[src/rtl/memory_pkg.sv]
// memory_pkg: shared types for the card-selection front end of the memory game.
//   NUM_CARDS   - number of cards on the board (16)
//   card_idx_t  - 4-bit card index
//   sel_state_t - selection FSM state (no pick, one pick, pair held)
// Optional feature macro: SKIP_MATCHED_EN adds skip_matched(), a cursor search
// that jumps over cards that are already paired.
package memory_pkg;

    localparam int NUM_CARDS = 16;

    typedef logic [3:0] card_idx_t;

    typedef enum logic [1:0] {
        S_NONE = 2'd0,
        S_ONE  = 2'd1,
        S_PAIR = 2'd2
    } sel_state_t;

`ifdef SKIP_MATCHED_EN
    // Walk away from cur in the requested direction and return the first
    // unmatched card; if every other card is matched the cursor stays put.
    function automatic card_idx_t skip_matched(card_idx_t cur, logic up,
                                               logic [NUM_CARDS-1:0] m);
        card_idx_t res;
        card_idx_t cand;
        logic      found;
        res   = cur;
        found = 1'b0;
        for (int i = 1; i < NUM_CARDS; i++) begin
            cand = up ? cur + card_idx_t'(i) : cur - card_idx_t'(i);
            if (!found && !m[cand]) begin
                res   = cand;
                found = 1'b1;
            end
        end
        return res;
    endfunction
`endif

endpackage

[src/rtl/button_debounce.sv]
// button_debounce: 2-flop synchronizer, stability counter and press detector
// for one active-low push button.
//   clk   - system clock
//   rst   - asynchronous reset, active-low
//   btn_n - raw button, active-low (0 = pressed)
//   press - one-cycle pulse per accepted press (released -> pressed)
// Parameter DEBOUNCE_CYCLES: consecutive equal synchronized samples needed
// before the debounced level follows the input.
module button_debounce #(
    parameter int DEBOUNCE_CYCLES = 500000
) (
    input  logic clk,
    input  logic rst,
    input  logic btn_n,
    output logic press
);

    localparam int CW = $clog2(DEBOUNCE_CYCLES + 1);
    localparam logic [CW-1:0] LAST = CW'(DEBOUNCE_CYCLES - 1);

    logic          sync1_q, sync1_d;
    logic          sync2_q, sync2_d;
    logic          deb_q, deb_d;
    logic [CW-1:0] cnt_q, cnt_d;
    logic          armed_q, armed_d;
    logic [CW-1:0] arm_cnt_q, arm_cnt_d;
    logic          press_q, press_d;

    // The debounced level flips once the synchronized input has disagreed
    // with it for DEBOUNCE_CYCLES samples in a row. Press events are only
    // allowed after a stable release has been seen since reset, so a button
    // held through reset release never produces an event.
    always_comb begin
        sync1_d   = btn_n;
        sync2_d   = sync1_q;
        deb_d     = deb_q;
        cnt_d     = '0;
        armed_d   = armed_q;
        arm_cnt_d = '0;
        if (sync2_q != deb_q) begin
            if (cnt_q == LAST) begin
                deb_d = sync2_q;
            end else begin
                cnt_d = cnt_q + CW'(1);
            end
        end
        if (!armed_q && sync2_q && deb_q) begin
            if (arm_cnt_q == LAST) begin
                armed_d = 1'b1;
            end else begin
                arm_cnt_d = arm_cnt_q + CW'(1);
            end
        end
        press_d = armed_q & deb_q & ~deb_d;
    end

    always_ff @(posedge clk or negedge rst) begin
        if (!rst) begin
            sync1_q   <= 1'b1;
            sync2_q   <= 1'b1;
            deb_q     <= 1'b1;
            cnt_q     <= '0;
            armed_q   <= 1'b0;
            arm_cnt_q <= '0;
            press_q   <= 1'b0;
        end else begin
            sync1_q   <= sync1_d;
            sync2_q   <= sync2_d;
            deb_q     <= deb_d;
            cnt_q     <= cnt_d;
            armed_q   <= armed_d;
            arm_cnt_q <= arm_cnt_d;
            press_q   <= press_d;
        end
    end

    assign press = press_q;

endmodule

[src/rtl/card_selector.sv]
// card_selector: moves a cursor over 16 cards with left/right buttons and
// collects up to two card picks with the select button.
//   clk, rst          - system clock, asynchronous active-low reset
//   izq, der, sel     - raw left/right/select buttons, active-low
//   enable            - game FSM currently accepts picks
//   matched[15:0]     - cards already paired
//   clear             - pair consumed, drop held picks
//   cursor            - highlighted card
//   pick_a, pick_b    - first and second picked card
//   sel_count         - number of picks held (0..2)
//   pick_valid        - one-cycle pulse per accepted pick
//   pair_ready        - two picks held
// Optional feature macro: SKIP_MATCHED_EN makes moves skip matched cards.
module card_selector
    import memory_pkg::*;
#(
    parameter int DEBOUNCE_CYCLES = 500000
) (
    input  logic                 clk,
    input  logic                 rst,
    input  logic                 izq,
    input  logic                 der,
    input  logic                 sel,
    input  logic                 enable,
    input  logic [NUM_CARDS-1:0] matched,
    input  logic                 clear,
    output logic [3:0]           cursor,
    output logic [3:0]           pick_a,
    output logic [3:0]           pick_b,
    output logic [1:0]           sel_count,
    output logic                 pick_valid,
    output logic                 pair_ready
);

    logic izq_ev, der_ev, sel_ev;
    logic left_ev, right_ev, sel_go;

    sel_state_t state_q, state_d;
    card_idx_t  cursor_q, cursor_d;
    card_idx_t  pick_a_q, pick_a_d;
    card_idx_t  pick_b_q, pick_b_d;
    logic       pick_valid_q, pick_valid_d;

    button_debounce #(.DEBOUNCE_CYCLES(DEBOUNCE_CYCLES)) u_deb_izq (
        .clk(clk), .rst(rst), .btn_n(izq), .press(izq_ev));
    button_debounce #(.DEBOUNCE_CYCLES(DEBOUNCE_CYCLES)) u_deb_der (
        .clk(clk), .rst(rst), .btn_n(der), .press(der_ev));
    button_debounce #(.DEBOUNCE_CYCLES(DEBOUNCE_CYCLES)) u_deb_sel (
        .clk(clk), .rst(rst), .btn_n(sel), .press(sel_ev));

    // Events are dropped entirely while enable is low. The pick always uses
    // cursor_q, i.e. the cursor before any same-cycle move. Opposite moves
    // in the same cycle cancel out. clear wins over a same-cycle select but
    // leaves the cursor and the stored picks alone.
    always_comb begin
        left_ev      = izq_ev & enable;
        right_ev     = der_ev & enable;
        sel_go       = sel_ev & enable & ~matched[cursor_q];
        cursor_d     = cursor_q;
        state_d      = state_q;
        pick_a_d     = pick_a_q;
        pick_b_d     = pick_b_q;
        pick_valid_d = 1'b0;
        if (left_ev ^ right_ev) begin
`ifdef SKIP_MATCHED_EN
            cursor_d = skip_matched(cursor_q, right_ev, matched);
`else
            cursor_d = right_ev ? cursor_q + 4'd1 : cursor_q - 4'd1;
`endif
        end
        if (clear) begin
            state_d = S_NONE;
        end else if (sel_go) begin
            case (state_q)
                S_NONE: begin
                    pick_a_d     = cursor_q;
                    pick_valid_d = 1'b1;
                    state_d      = S_ONE;
                end
                S_ONE: begin
                    if (cursor_q != pick_a_q) begin
                        pick_b_d     = cursor_q;
                        pick_valid_d = 1'b1;
                        state_d      = S_PAIR;
                    end
                end
                default: ;
            endcase
        end
    end

    always_ff @(posedge clk or negedge rst) begin
        if (!rst) begin
            state_q      <= S_NONE;
            cursor_q     <= '0;
            pick_a_q     <= '0;
            pick_b_q     <= '0;
            pick_valid_q <= 1'b0;
        end else begin
            state_q      <= state_d;
            cursor_q     <= cursor_d;
            pick_a_q     <= pick_a_d;
            pick_b_q     <= pick_b_d;
            pick_valid_q <= pick_valid_d;
        end
    end

    always_comb begin
        sel_count = 2'd0;
        case (state_q)
            S_ONE:   sel_count = 2'd1;
            S_PAIR:  sel_count = 2'd2;
            default: sel_count = 2'd0;
        endcase
    end

    assign cursor     = cursor_q;
    assign pick_a     = pick_a_q;
    assign pick_b     = pick_b_q;
    assign pick_valid = pick_valid_q;
    assign pair_ready = (state_q == S_PAIR);

endmodule

[config.mk]
export PLATFORM = sky130hd
export DESIGN_NAME = card_selector
export DESIGN_NICKNAME = d
export VERILOG_FILES = /design/src/rtl/memory_pkg.sv /design/src/rtl/button_debounce.sv /design/src/rtl/card_selector.sv
export SDC_FILE = /design/constraint.sdc
export NUM_CORES = 1
export LEC_CHECK = 0
export CAP_MARGIN = 30
export CORE_UTILIZATION = 54
export DETAILED_ROUTE_END_ITERATION = 7
export GPL_ROUTABILITY_DRIVEN = 1
export PLACE_DENSITY = 0.76
export REMOVE_ABC_BUFFERS = 1
export SYNTH_ARGS = -nofsm -noshare
export SYNTH_HDL_FRONTEND = slang
export SYNTH_SLANG_ARGS = --single-unit
[constraint.sdc]
create_clock -name clk -period 1.8 [get_ports clk]
set_input_delay 0.36 -clock clk [delete_from_list [all_inputs] [get_ports clk]]
set_output_delay 0.36 -clock clk [all_outputs]
set_load 0.05 [all_outputs]
==> results.sh <==
export IMPL_slew_headroom_pct=70.5
export IMPL_hold_class="input port to register"
export IMPL_syn_instance_count=678
export IMPL_hpwl_um=9380
export IMPL_num_vias=5183
export IMPL_cts_buffers=17
export IMPL_fin_ws_ps=-110
export IMPL_grt_overflow=0
export IMPL_required_ps=2100
export IMPL_preCtsSetupSlack_ps=-503
export IMPL_coreArea_um2=12600
export IMPL_slowest_stage="mux4_2"
export IMPL_ys_ff_latch=144
export IMPL_die_area_um2=13400
export IMPL_critPathCaptureType="register"
export IMPL_placed_area_um2=7900
export IMPL_cp_start_kind="register"
export IMPL_io_buffers=38
export IMPL_htreeDepth=4
export IMPL_rsz0062_at_grt="yes"
export IMPL_hold_viol_final=0
export IMPL_synthArstFlopShare_pct=100
export IMPL_clockRootBuffer="clkbuf_16"
export IMPL_setup_tns_final_ps=-1960
export IMPL_grt_pass1_vias=5225
export IMPL_p_per_area_nw_per_um2=801
export IMPL_dp_cells=914
export IMPL_rows=41
export IMPL_period_minus_slack_ps=1910
export IMPL_grt_pass1_wl_um=23500
export IMPL_design_area_um2=8810
export IMPL_path_clk_slew_ps=60
export IMPL_cpPeakStageDelay_ps=520
export IMPL_ant_nets=0
export IMPL_synth_area_um2=7000
export IMPL_nFillCells=942
export IMPL_chipHeight_um=116
export IMPL_syn_to_final_growth_pct=25.8
export IMPL_final_cell_mix="dfrtp_1, nor2_1, xor2_1"
export IMPL_fin_cells=955
export IMPL_drv_cap=0
export IMPL_wirelength_um=14500
export IMPL_final_layout_size_suffix_gt1_share_pct=21.7
export IMPL_vias_per_cell=5.43
export IMPL_total_power_mw=7.06
export IMPL_drtPass1Iterations=4
export IMPL_final_common_cell="dfrtp_1"
export IMPL_cp_arrival_ps=2210
export IMPL_initial_core_util_pct=55.5
export IMPL_setup_violations=29
export IMPL_crit_chain="mux4_2 > nand2b_4 > a41oi_4 > nand4b_4 > mux2_2"
export IMPL_max_freq_mhz=524
export IMPL_path_max_fanout=4
export IMPL_status="finished, violations left"
export IMPL_die_x_um=116
export IMPL_antenna_found_initial=0
export IMPL_hold_depth=1
export IMPL_syn_area_per_cell_um2=10.3
export IMPL_drv_slew=0
export IMPL_gp_congestion=0.849
export IMPL_synth_top_flop_cell="dfrtp_1"
export IMPL_nNetsFinal=802
export IMPL_grt_max_degree=47
export IMPL_ys_seq_area_share_pct=51.6
export IMPL_cts_sinks=144
export IMPL_final_period_utilization_pct=106
export IMPL_synth_cell_types=49
export IMPL_grt_usage_pct=22.7
export IMPL_synth_edf_count=0
export IMPL_finalClockSkew_ps=6.51
export IMPL_cts_tree="done"
export IMPL_antennaDiodeCount=0
export IMPL_yosysWarnings=0
export IMPL_violations="setup timing"
export IMPL_r2r_cells=5
export IMPL_worstSkewPairLatency_ps=420
export IMPL_ctsLongestPathBuffers=2
export IMPL_detail_route_iter0_violations=261
export IMPL_wire_per_inst_um=15.2
export IMPL_leakage_nw=3.70
export IMPL_tightest_slew_ps=443
export IMPL_drc_errors=0
export IMPL_power_ir_vdd_worst_mv=0.447
export IMPL_path_class="register to register"
export IMPL_io_pins=39
-- sequential cells by signal, indices dropped and copies added, names as in the netlist, 2 cells and up --
name and count:
u_deb_izq.arm_cnt_q 19, u_deb_izq.cnt_q 19, pick_a 4, pick_b 4
u_deb_der.arm_cnt_q 19, state_q 2, u_deb_sel.cnt_q 19, u_deb_sel.arm_cnt_q 19
cursor 4, u_deb_der.cnt_q 19
-- routing by layer --
metal  global-route usage, %  vias to the layer above  share of wire (%)
met5                       0                        -                  0
met4                    9.83                        0                2.3
met3                    6.59                       29                4.2
met2                    37.7                      115                 51
met1                    27.7                     2547                 43
li1                        -                     2492                  -
-- synth_stat cells (all sizes together), types with 2 or more instances --
master | number | area, µm²
dfstp | 9 | 236
inv | 10 | 37.5
nor4 | 10 | 62.6
nand4 | 27 | 169
nor3 | 15 | 75.1
nand3 | 38 | 195
dfrtp | 135 | 3380
nand2 | 50 | 188
nor2 | 143 | 537
nand2b | 4 | 32.5
xor2 | 59 | 517
nor4b | 5 | 43.8
ha | 8 | 100
xnor2 | 53 | 464
and4 | 20 | 175
nand3b | 5 | 37.5
or2 | 6 | 37.5
mux2 | 12 | 135
mux2i | 5 | 50.1
a31oi | 2 | 12.5
nand4b | 3 | 41.3
and3 | 9 | 56.3
clkbuf | 7 | 26.3
a21oi | 3 | 26.3
buf | 11 | 72.6
a31o | 3 | 26.3
and2 | 6 | 37.5
and4b | 3 | 30.0
nor2b | 4 | 25.0
mux4 | 2 | 48.8
-- power by group --
group	switching (mW)	internal, mW	total [mW]
logic	0.201	0.179	0.380
clock network	1.26	2.11	3.38
registers	0.0287	3.27	3.30
total	1.49	5.56	7.06
-- logic make-up (layout without fill, tap and decap cells) --
group                    after synthesis  after routing  share of synthesized area [%]
flip-flops                           144            144                           51.6
multiplexers                          19             19                           3.34
AO/OA/AOI/OAI                         15             15                           2.07
adder cells (fa/ha/maj)                9              9                           1.72
AND/OR/NAND/NOR                      351            352                           25.3
buffers and inverters                 28            132                           1.95
XOR/XNOR                             112            112                           14.0
-- layout make-up --
class | instances | area [µm²] | share of cell area [%]
repair buffers | 90 | 897 | 10.2
multi-input cells | 507 | 3470 | 39.4
flip-flops and latches | 144 | 3620 | 41.1
inverters | 10 | 37.5 | 0.426
clock inverters | 5 | 50.0 | 0.568
well taps | 172 | 215 | 2.44
clock buffers | 27 | 523 | 5.94
-- worst max-delay path, delay by kind of cell (launching register included) --
kind               cells  cell delay, ps
and+or+nand+nor        2             330
AOI/OAI and AO/OA      1             230
muxes                  2             820
DFF                    1             410
-- timing repair --
action	in CTS	in global routing
hold buffers	1	0
buffers inserted	0	4
endpoints found under the setup margin	32	90
cloned	0	4
pin swaps	5	20
hold endpoints to repair	36	0
resized for setup	9	52
-- per-stage QoR --
| stage | hold slack (ps) | util, % |
|---|---|---|
| final | 346 | 69.8 |
| after global routing | 328 | 69.8 |
| after CTS | 329 | 67.5 |
| after detailed placement | 320 | 62.6 |
| after global placement | 310 | 62.6 |
| after floorplan | 64.4 | - |
-- path summary, 6_finish.rpt --
| kind | to | slack (ps) | from |
|---|---|---|---|
| min | u_deb_sel.sync1_q$_DFF_PN1_ | 350 | sel |
| max in group asynchronous | u_deb_izq.sync2_q$_DFF_PN1_ | 710 | rst |
| min reg2reg | u_deb_izq.sync2_q$_DFF_PN1_ | 350 | u_deb_izq.sync1_q$_DFF_PN1_ |
| min in group asynchronous | state_q[0]$_DFFE_PN0P_ | 440 | rst |
| max | pick_b[3]$_DFFE_PN0P_ | -110 | cursor[0]$_DFFE_PN0P_ |
| max reg2reg | pick_b[3]$_DFFE_PN0P_ | -110 | cursor[0]$_DFFE_PN0P_ |
No activity file was read; power rests on OpenSTA's default activity.
